## config.mk

```make
export PLATFORM = sky130hd
export DESIGN_NAME = regfile_read_mux_flat
export DESIGN_NICKNAME = d
export VERILOG_FILES = /design/src/rtl/regfile_pkg.sv /design/src/rtl/regfile_read_mux_if.sv /design/src/rtl/regfile_read_port.sv /design/src/rtl/regfile_read_mux.sv /design/src/flat_wrapper.sv
export SDC_FILE = /design/constraint.sdc
export NUM_CORES = 1
export LEC_CHECK = 0
export ABC_AREA = 1
export CAP_MARGIN = 20
export CORE_AREA = 3 3 240 242
export CTS_CLUSTER_DIAMETER = 40
export CTS_CLUSTER_SIZE = 28
export DETAILED_ROUTE_END_ITERATION = 6
export DIE_AREA = 0 0 243 245
export GPL_ROUTABILITY_DRIVEN = 1
export SYNTH_ARGS = -nofsm -noshare
export SYNTH_HDL_FRONTEND = slang
export SYNTH_SLANG_ARGS = --single-unit
```

## constraint.sdc

```tcl
create_clock -name clk -period 1.51 [get_ports clk]
set_input_delay 0.151 -clock clk [delete_from_list [all_inputs] [get_ports clk]]
set_output_delay 0.151 -clock clk [all_outputs]
set_load 0.01 [all_outputs]
```

## src/rtl/regfile_pkg.sv

```systemverilog
// Shared types, default sizes and the selector range helper for the
// register-file read stage.
package regfile_pkg;

  localparam int RF_DATA_W   = 32;
  localparam int RF_NUM_REGS = 16;
  localparam int RF_SEL_W    = 4;

  typedef logic [RF_SEL_W-1:0]  rf_sel_t;
  typedef logic [RF_DATA_W-1:0] rf_word_t;

  // True when a selector addresses an implemented register.
  function automatic logic sel_in_range(input int unsigned sel, input int unsigned n);
    return sel < n;
  endfunction

endpackage

```

## src/rtl/regfile_read_mux_if.sv

```systemverilog
// Request/response handshake bundle of the register-file read stage.
// The master drives requests and accepts responses; the slave is the stage.
interface regfile_read_mux_if #(
  parameter int DATA_W    = 32,
  parameter int NUM_PORTS = 2,
  parameter int SEL_W     = 4
);

  logic                        req_valid;
  logic                        req_ready;
  logic [NUM_PORTS*SEL_W-1:0]  req_sel;
  logic                        rsp_valid;
  logic                        rsp_ready;
  logic [NUM_PORTS*DATA_W-1:0] rsp_data;
  logic [NUM_PORTS-1:0]        rsp_err;

  modport master (
    output req_valid, req_sel, rsp_ready,
    input  req_ready, rsp_valid, rsp_data, rsp_err
  );

  modport slave (
    input  req_valid, req_sel, rsp_ready,
    output req_ready, rsp_valid, rsp_data, rsp_err
  );

endinterface

```

## src/rtl/regfile_read_port.sv

```systemverilog
// One combinational read port: register select, range check and, in
// RD_FWD_EN builds, write-then-read bypass from the write-back bus.
module regfile_read_port
  import regfile_pkg::*;
#(
  parameter int DATA_W   = RF_DATA_W,
  parameter int NUM_REGS = RF_NUM_REGS,
  parameter int SEL_W    = RF_SEL_W
) (
  input  logic [NUM_REGS*DATA_W-1:0] regs_flat,
  input  logic [SEL_W-1:0]           sel,
  input  logic                       wb_en,
  input  logic [SEL_W-1:0]           wb_sel,
  input  logic [DATA_W-1:0]          wb_data,
  output logic [DATA_W-1:0]          data,
  output logic                       err
);

  logic in_range;

  assign in_range = sel_in_range(32'(sel), NUM_REGS);
  assign err      = !in_range;

  always_comb begin : select
    // NOTE: a default before any conditional assignment keeps this purely
    // combinational (no latch) and gives 0 for out-of-range selectors.
    data = '0;
    for (int i = 0; i < NUM_REGS; i++) begin
      if (sel == SEL_W'(i)) data = regs_flat[i*DATA_W +: DATA_W];
    end
`ifdef RD_FWD_EN
    if (wb_en && in_range && (wb_sel == sel)) data = wb_data;
`endif
  end

`ifndef RD_FWD_EN
  // Write-back inputs exist for port compatibility only in this build.
  logic unused_wb;
  assign unused_wb = ^{wb_en, wb_sel, wb_data};
`endif

endmodule

```

## src/rtl/regfile_read_mux.sv

```systemverilog
// Multi-port register-file read stage with a one-deep registered output
// and valid/ready decoupling. Optional bypass: define RD_FWD_EN.
module regfile_read_mux
  import regfile_pkg::*;
#(
  parameter int DATA_W    = RF_DATA_W,
  parameter int NUM_REGS  = RF_NUM_REGS,
  parameter int NUM_PORTS = 2,
  parameter int SEL_W     = RF_SEL_W
) (
  input  logic                       clk,
  input  logic                       reset,
  input  logic [NUM_REGS*DATA_W-1:0] regs_flat,
  input  logic                       wb_en,
  input  logic [SEL_W-1:0]           wb_sel,
  input  logic [DATA_W-1:0]          wb_data,
  regfile_read_mux_if.slave          bus
);

  if (SEL_W != $clog2(NUM_REGS)) begin : g_bad_sel_w
    $error("regfile_read_mux: SEL_W must equal $clog2(NUM_REGS)");
  end

  logic [NUM_PORTS*DATA_W-1:0] port_data;
  logic [NUM_PORTS-1:0]        port_err;
  logic                        accept;
  logic                        rsp_valid_q;
  logic [NUM_PORTS*DATA_W-1:0] rsp_data_q;
  logic [NUM_PORTS-1:0]        rsp_err_q;

  for (genvar p = 0; p < NUM_PORTS; p++) begin : g_port
    regfile_read_port #(
      .DATA_W  (DATA_W),
      .NUM_REGS(NUM_REGS),
      .SEL_W   (SEL_W)
    ) u_port (
      .regs_flat(regs_flat),
      .sel      (bus.req_sel[p*SEL_W +: SEL_W]),
      .wb_en    (wb_en),
      .wb_sel   (wb_sel),
      .wb_data  (wb_data),
      .data     (port_data[p*DATA_W +: DATA_W]),
      .err      (port_err[p])
    );
  end

  // One-deep pipe: a slot frees up in the same cycle the consumer takes it.
  assign bus.req_ready = !rsp_valid_q || bus.rsp_ready;
  assign accept        = bus.req_valid && bus.req_ready;

  always_ff @(posedge clk) begin
    // NOTE: sequential state uses non-blocking assignments only; the data
    // register is reset too, since a cleared output is visible behaviour.
    if (reset) begin
      rsp_valid_q <= 1'b0;
      rsp_data_q  <= '0;
      rsp_err_q   <= '0;
    end else if (accept) begin
      rsp_valid_q <= 1'b1;
      rsp_data_q  <= port_data;
      rsp_err_q   <= port_err;
    end else if (bus.rsp_ready) begin
      rsp_valid_q <= 1'b0;
    end
  end

  assign bus.rsp_valid = rsp_valid_q;
  assign bus.rsp_data  = rsp_data_q;
  assign bus.rsp_err   = rsp_err_q;

endmodule
```

## src/flat_wrapper.sv

```systemverilog
// flat-port wrapper written by rule: the top's interface ports become plain ports
module regfile_read_mux_flat import regfile_pkg::*;
#(
  parameter int DATA_W    = RF_DATA_W,
  parameter int NUM_REGS  = RF_NUM_REGS,
  parameter int NUM_PORTS = 2,
  parameter int SEL_W     = RF_SEL_W
)
  (clk, reset, regs_flat, wb_en, wb_sel, wb_data, bus_req_valid, bus_req_sel, bus_rsp_ready, bus_req_ready, bus_rsp_valid, bus_rsp_data, bus_rsp_err);
  regfile_read_mux_if #(.DATA_W(DATA_W), .NUM_PORTS(NUM_PORTS), .SEL_W(SEL_W)) bus_i ();
  input  logic clk;
  input  logic reset;
  input  logic [NUM_REGS*DATA_W-1:0] regs_flat;
  input  logic wb_en;
  input  logic [SEL_W-1:0] wb_sel;
  input  logic [DATA_W-1:0] wb_data;
  input wire logic [$bits(bus_i.req_valid)-1:0] bus_req_valid;
  input wire logic [$bits(bus_i.req_sel)-1:0] bus_req_sel;
  input wire logic [$bits(bus_i.rsp_ready)-1:0] bus_rsp_ready;
  output wire logic [$bits(bus_i.req_ready)-1:0] bus_req_ready;
  output wire logic [$bits(bus_i.rsp_valid)-1:0] bus_rsp_valid;
  output wire logic [$bits(bus_i.rsp_data)-1:0] bus_rsp_data;
  output wire logic [$bits(bus_i.rsp_err)-1:0] bus_rsp_err;
  assign bus_i.req_valid = bus_req_valid;
  assign bus_i.req_sel = bus_req_sel;
  assign bus_i.rsp_ready = bus_rsp_ready;
  assign bus_req_ready = bus_i.req_ready;
  assign bus_rsp_valid = bus_i.rsp_valid;
  assign bus_rsp_data = bus_i.rsp_data;
  assign bus_rsp_err = bus_i.rsp_err;
  regfile_read_mux #(.DATA_W(DATA_W), .NUM_REGS(NUM_REGS), .NUM_PORTS(NUM_PORTS), .SEL_W(SEL_W)) u_core (.clk(clk), .reset(reset), .regs_flat(regs_flat), .wb_en(wb_en), .wb_sel(wb_sel), .wb_data(wb_data), .bus(bus_i));
endmodule
```

==> results of run 1 <==
-- cell families (layout without fill, tap and decap cells) --
logic type / after synthesis / in the layout / share of synthesized area (%)
AOI/OAI and AO/OA: 218 / 218 / 10.93
buffers and inverters: 310 / 1104 / 12.43
DFF: 65 / 65 / 12.83
other: 1 / 5 / 0.03697
and+or+nand+nor: 1539 / 1541 / 63.77
-- through the flow --
stage / power, mW / std cells / utilization [%]
after global placement: 6.867 / 3614 / 34.32
after floorplan: 3.492 / 2134 / -
after global routing: 10.36 / 3681 / 38.71
final: 9.898 / 3681 / 38.71
after detailed placement: 6.861 / 3614 / 34.32
after CTS: 9.767 / 3666 / 37.15
-- cell type report --
type | instances | share of cell area [%]
repair buffers | 905 | 43.16
inverters | 183 | 3.477
flip-flops and latches | 65 | 6.078
well taps | 748 | 4.371
diodes | 3 | 0.03506
clock buffers | 11 | 1.134
clock inverters | 5 | 0.4792
multi-input cells | 1761 | 41.27
-- power groups by stage --
stage	combinational, mW	sequential (mW)	clock, mW
after floorplan	1.45	2.04	0
after global placement	4.87	2.00	0
after detailed placement	4.87	1.99	0
after CTS	5.21	1.96	2.59
after global routing	5.73	1.98	2.65
final	5.38	1.96	2.56
-- metal layers --
| metal | track usage, % | vias up |
|---|---|---|
| met4 | 11.86 | 16 |
| met2 | 45.42 | 949 |
| met3 | 5.276 | 236 |
| met5 | 0 | - |
| li1 | - | 8415 |
| met1 | 32.98 | 8412 |
-- state kept, by name (all words and copies together) (netlist names) --
name / cells
u_core.bus.rsp_data: 64
u_core.bus.rsp_valid: 1
-- cell usage in the layout, fill, tap and decap left out, drive strengths merged --
| cell | Yosys | routed |
|---|---|---|
| nand2 | 871 | 871 |
| clkdlybuf4s50 | 0 | 567 |
| nor2 | 356 | 358 |
| buf | 39 | 324 |
| a21oi | 203 | 203 |
| inv | 183 | 182 |
| nand4 | 173 | 173 |
| nand3 | 115 | 115 |
| dfxtp | 65 | 65 |
| or2 | 18 | 18 |
| o21ai | 14 | 14 |
| clkbuf | 88 | 12 |
| dlygate4sd2 | 0 | 9 |
| nor3b | 4 | 4 |
| dlymetal6s2s | 0 | 4 |
| diode | 0 | 3 |
| bufinv | 0 | 3 |
| nor3 | 2 | 2 |
| conb | 1 | 2 |
| clkinv | 0 | 2 |
| o31ai | 1 | 1 |
| clkinvlp | 0 | 1 |
-- critical path: stages --
cell and delay (ps):
buf_8 100, buf_6 120, nand2_4 80, nor2_4 60
buf_12 140, buf_4 140, nand2_2 50, nand3_2 70
nor2_2 140, nand4_1 190, nor2_2 190, nand4_1 130
nor2_2 130, nand4_1 200, nand2_1 140, a21oi_1 70
-- what timing repair did --
item                                    CTS  global route
buffers inserted                         28            21
pin swaps                               129           214
gates cloned                              9             2
endpoints found under the setup margin   67            65
gates resized for setup                 279           230
-- final timing paths --
path / from / end / cells past startpoint
max: bus_req_sel[0] / u_core.bus.rsp_data[7] / 16
min: reset / u_core.bus.rsp_data[22] / 4
max reg2reg: u_core.bus.rsp_valid / u_core.bus.rsp_data[56] / 7
min reg2reg: u_core.bus.rsp_data[10] / u_core.bus.rsp_data[10] / 2
==> reports/metrics.yaml, run 1 <==
place_area_um2: 18980
h-tree-depth: 3
ys_warn_count: 0
avgSynthCellArea_um2: 4.755
ys_types: 25
fin_nets: 3486
layout-drive-gt1-share_pct: 22.80
clk_path_buf_depth: 2
num_vias: 18030
synthToLayoutAreaGrowth_pct: 111.1
swShare_pct: 37.15
status: "complete, but fails checks"
synth_top_area_share_pct: 32.08
ir_worst_vdd_v: 0.0004051
wl_met1_mm: 34.34
clock.fmax_mhz: 530.2
power_frac_seq_pct: 19.8
power_density_nw_per_um2: 462.3
met2_wirelength_mm: 39.22
nFillCells: 5974
hold_path_class: "input pin to flop"
yosys-top-cells-count: "867 x nand2_1, 347 x nor2_1, 199 x a21oi_1, 178 x inv_1, 173 x nand4_1"
reg2reg_setup_slack_ps: 150
synth-seq-cells: 65
internal-power_mw: 6.221
port_buffers: 589
drt_iter0_markers: 1499
routed_via_density: 4.898
multi_input_area_um2: 8836
routabilityCongestion: 1.007
finalCritPeriodShare_pct: 124.9
synthArstFlopShare_pct: 0
critical_path_class: "input pin to flop"
cts_hold_buf: 0
dr_wl_met3_mm: 6.221
rsz0062_at_grt: "yes"
synth_most_common_cell: "nand2_1"
initial_core_util_pct: 18.34
cp_max_fo: 6
drv_cap: 0
dr.pass1.iters: 7
cp-end-kind: "flop"
setup_viol: 62
final.setup.tns_ps: -9642
rows: 86
p_clk_share_pct: 25.8
wl_mm: 84.34
synth.area.top_cells: "nand2_1 32%, nor2_1 13%, dfxtp_1 13%"
regArea_um2: 1301
cts_buffers: 9
setup_slack_ps: -376.1
finClkSkew_ps: 9.176
grt_overflow: 0
static-leakage-power_nw: 9.358
final_area_um2: 21410
grt_usage_pct: 26.82
clkLatencyLatePin_ps: 360
hold_slack_ps: 174.2
clkSlewWorstSetupHoldPaths_ps: 60
grt_antenna_before_repair: 12
worstPathRequired_ps: 1730
ys.flop_type: "dfxtp_1"
ant_nets: 0
io_pins: 629
combPwrFrac_pct: 54.4
hold_violations: 0
yosysTopAreaCell: "nand2_1"
clock-sinks: 65
syn_area_um2: 10140
synth_edf_count: 0
drc_errors: 3
cts_tree: "done"
synth-seq-area-share_pct: 12.83
cp.arrival_ps: 2110
die_w_um: 243
dp_slack_ps: -1362
first_global_vias: 17700
min_period_ps: 1886
design.core.area_um2: 55310
clockRootBuffer: "clkbuf_16"
fp.dieH_um: 245
grt_pass1_wl_mm: 118.7
grt_max_degree: 35
dp_hpwl_mm: 68.08
syn-instance-count: 2133
violations: "design-rule violations, negative setup slack"
slew_violations: 0
power.switching_mw: 3.678
die_area_um2: 59540
wl_per_cell_um: 22.91
cp-start-kind: "input pin"
highest_layer: "met5"
Note: power is estimated with default switching activity, not from simulation.
==> run 2, diff against run 1 <==
==> constraint.sdc (replaced) <==
create_clock -name clk -period 1.55 [get_ports clk]
set_input_delay 0.155 -clock clk [delete_from_list [all_inputs] [get_ports clk]]
set_output_delay 0.155 -clock clk [all_outputs]
set_load 0.01 [all_outputs]
==> run 2 against run 1 <==
The flow finishes with violations (negative setup slack). Core utilization increased by 1.3 points. Clock skew up 2.9 ps. Worst hold slack worse by 9.4 ps. Routed wire length increased by 3.9%. Global-route usage up 0.81 points. Clock power decreased by 15%. Critical path depth rose by 2. Sequential power decreased by 3%. Die area unchanged. Sequential cell count unchanged. Register-to-register slack is essentially flat. Non-clock buffer count up 51. Critical path type unchanged. Critical endpoint is now u_core.bus.rsp_data[59].
==> reports/metrics.yaml, run 2 (synthesized netlist as in run 1, its figures left out) <==
wl_mm: 87.65  # +3.9%
min_period_ps: 1834
clkLatencyLatePin_ps: 350  # about the same
post-route-util_pct: 40.01  # +1.3 points
hold_path_class: "input pin to flop"
io_pins: 629  # unchanged
wl_per_cell_um: 23.47  # +2.4%
status: "complete, but fails checks"
port_buffers: 589  # unchanged
critical_path_class: "input pin to flop"
drv_cap: 0  # unchanged
routabilityCongestion: 0.9890  # -1.8%
cp_cell_sequence: "buf_8, inv_8, nand2_8, buf_6, nor2_4, buf_6, buf_4, nand2_2, nand3_1, nor2_1, nand4_1, nor2_1, buf_4, nand4_1, nor2_1, nand4_1, nand2_1, a21oi_1"
routed_via_density: 4.942  # +0.91%
cp-end-kind: "flop"
drt_iter0_markers: 1604  # +7.0%
die_w_um: 243  # unchanged
nFillCells: 5867  # -1.8%
design.core.area_um2: 55310  # unchanged
grt_max_degree: 38  # +8.6%
num_vias: 18460  # +2.4%
clk_path_buf_depth: 2  # unchanged
clkSlewWorstSetupHoldPaths_ps: 60  # about the same
hold_slack_ps: 164.9  # -9.380 ps
clock-sinks: 65  # unchanged
fin_nets: 3537  # +1.5%
hold_violations: 0  # unchanged
worstPathRequired_ps: 1780  # +50 ps
setup_slack_ps: -283.8  # +92.23 ps
slowest_delay_ps: 170  # -30 ps
finalNonFillerCells: 3735  # +1.5%
critPathBufInv: 6  # +2
dpl.cell_count: 3605  # -0.25%
initial_core_util_pct: 18.34  # unchanged
dr.pass1.iters: 7  # unchanged
clockRootBuffer: "clkbuf_16"
dp_hpwl_mm: 68.10  # about the same
static-leakage-power_nw: 9.740  # +4.1%
largest_register_ffs: 64  # unchanged
cts_tree: "done"
power_density_nw_per_um2: 428.1  # -7.4%
min_path_cells: 2  # -2
ant_nets: 0  # unchanged
grt_antenna_before_repair: 13  # +1
die_area_um2: 59540  # unchanged
synthToLayoutAreaGrowth_pct: 118.2
layout-drive-gt1-share_pct: 25.13  # +2.3 points
cpMaxStageDelayCell: "nand4_1"
cts_buffers: 9  # unchanged
cp_num_cells: 18  # +2
drc_errors: 0  # -3
slew_violations: 0  # unchanged
rows: 86  # unchanged
fp.dieH_um: 245  # unchanged
multi_input_area_um2: 8932  # +1.1%
clock.fmax_mhz: 545.3
cp.arrival_ps: 2060  # -50 ps
ir_worst_vdd_v: 0.0004463  # +10%
cp-start-kind: "input pin"
grt_overflow: 0  # unchanged
violations: "negative setup slack"
grt_pass1_wl_mm: 122.0  # +2.7%
rr_worst_depth: 6  # -1
finalCritPeriodShare_pct: 118.3
h-tree-depth: 3  # unchanged
grt_usage_pct: 27.63  # +0.81 points
cp_max_fo: 6  # unchanged
final_common_cell: "nand2_1"
cpLargestDelayFamily: "simple AND/OR/NAND/NOR gates"
first_global_vias: 18050  # +2.0%
regArea_um2: 1301  # unchanged
setup_viol: 64  # +3.2%
rsz0062_at_grt: "yes"
final_cell_mix: "744 x nand2_1, 568 x clkdlybuf4s50_1, 247 x nor2_1"
finClkSkew_ps: 12.13  # +2.949 ps
[run 2: changes by cell type in the layout (fill, tap and decap cells not counted), sizes merged, moves of 2 or more]
cell | previous run | this run
dlymetal6s2s | 4 | 2
clkbuf | 12 | 15
clkinvlp | 1 | 4
bufbuf | 0 | 2
bufinv | 3 | 1
buf | 324 | 370
diode | 3 | 6
inv | 182 | 180
[run 2: per-stage QoR]
| stage | setup slack [ps] | power (mW) | TNS (ps) | cell area (um^2) |
|---|---|---|---|---|
| 3_3_place_gp | -1296 | 6.662 | -72530 | 18890 |
| 2_1_floorplan | 55.65 | 3.402 | 0 | 10150 |
| 5_1_grt | -399.6 | 9.921 | -15070 | 22120 |
| 3_5_place_dp | -1293 | 6.652 | -73650 | 18890 |
| 4_1_cts | -272.9 | 9.311 | -9608 | 21170 |
| 6_report | -283.8 | 9.475 | -9188 | 22130 |
[run 2: report_power, final]
group | internal (mW) | switching, mW | leakage, nW | total (mW)
registers | 1.81 | 0.0948 | 0.534 | 1.91
logic | 2.71 | 2.69 | 9.06 | 5.39
clock network | 1.29 | 0.886 | 0.142 | 2.17
total | 5.81 | 3.67 | 9.74 | 9.48
[run 2: routing by layer]
| metal | vias up | track usage, % | wire [um] |
|---|---|---|---|
| met5 | - | 0 | 69 |
| met4 | 12 | 11.23 | 4447 |
| met3 | 262 | 6.041 | 7296 |
| met2 | 1089 | 46.63 | 40400 |
| met1 | 8565 | 34.13 | 35440 |
| li1 | 8531 | - | - |
[run 2: worst paths after layout]
path / start / endpoint / slack, ps
worst max-delay path: bus_req_sel[6] / u_core.bus.rsp_data[59] / -280
worst min register to register: u_core.bus.rsp_data[9] / u_core.bus.rsp_data[9] / 460
worst max register to register: u_core.bus.rsp_valid / u_core.bus.rsp_data[27] / 140
worst min-delay path: reset / u_core.bus.rsp_data[17] / 160
[run 2: cell type report]
class,instances,area share [%]
antenna,6,0.06784
inverter,183,3.386
timing repair buffer,956,44.73
sequential,65,5.880
clock buffer,11,1.097
tap,748,4.229
multi-input combinational,1761,40.36
clock inverter,5,0.2488
[run 2: timing repair]
action / 4_1_cts / 5_1_grt
endpoints found under the setup margin: 67 / 64
setup buffers: 64 / 38
cloned: 13 / 4
hold buffers: 0 / 0
resized for setup: 394 / 193
pin swaps: 198 / 242
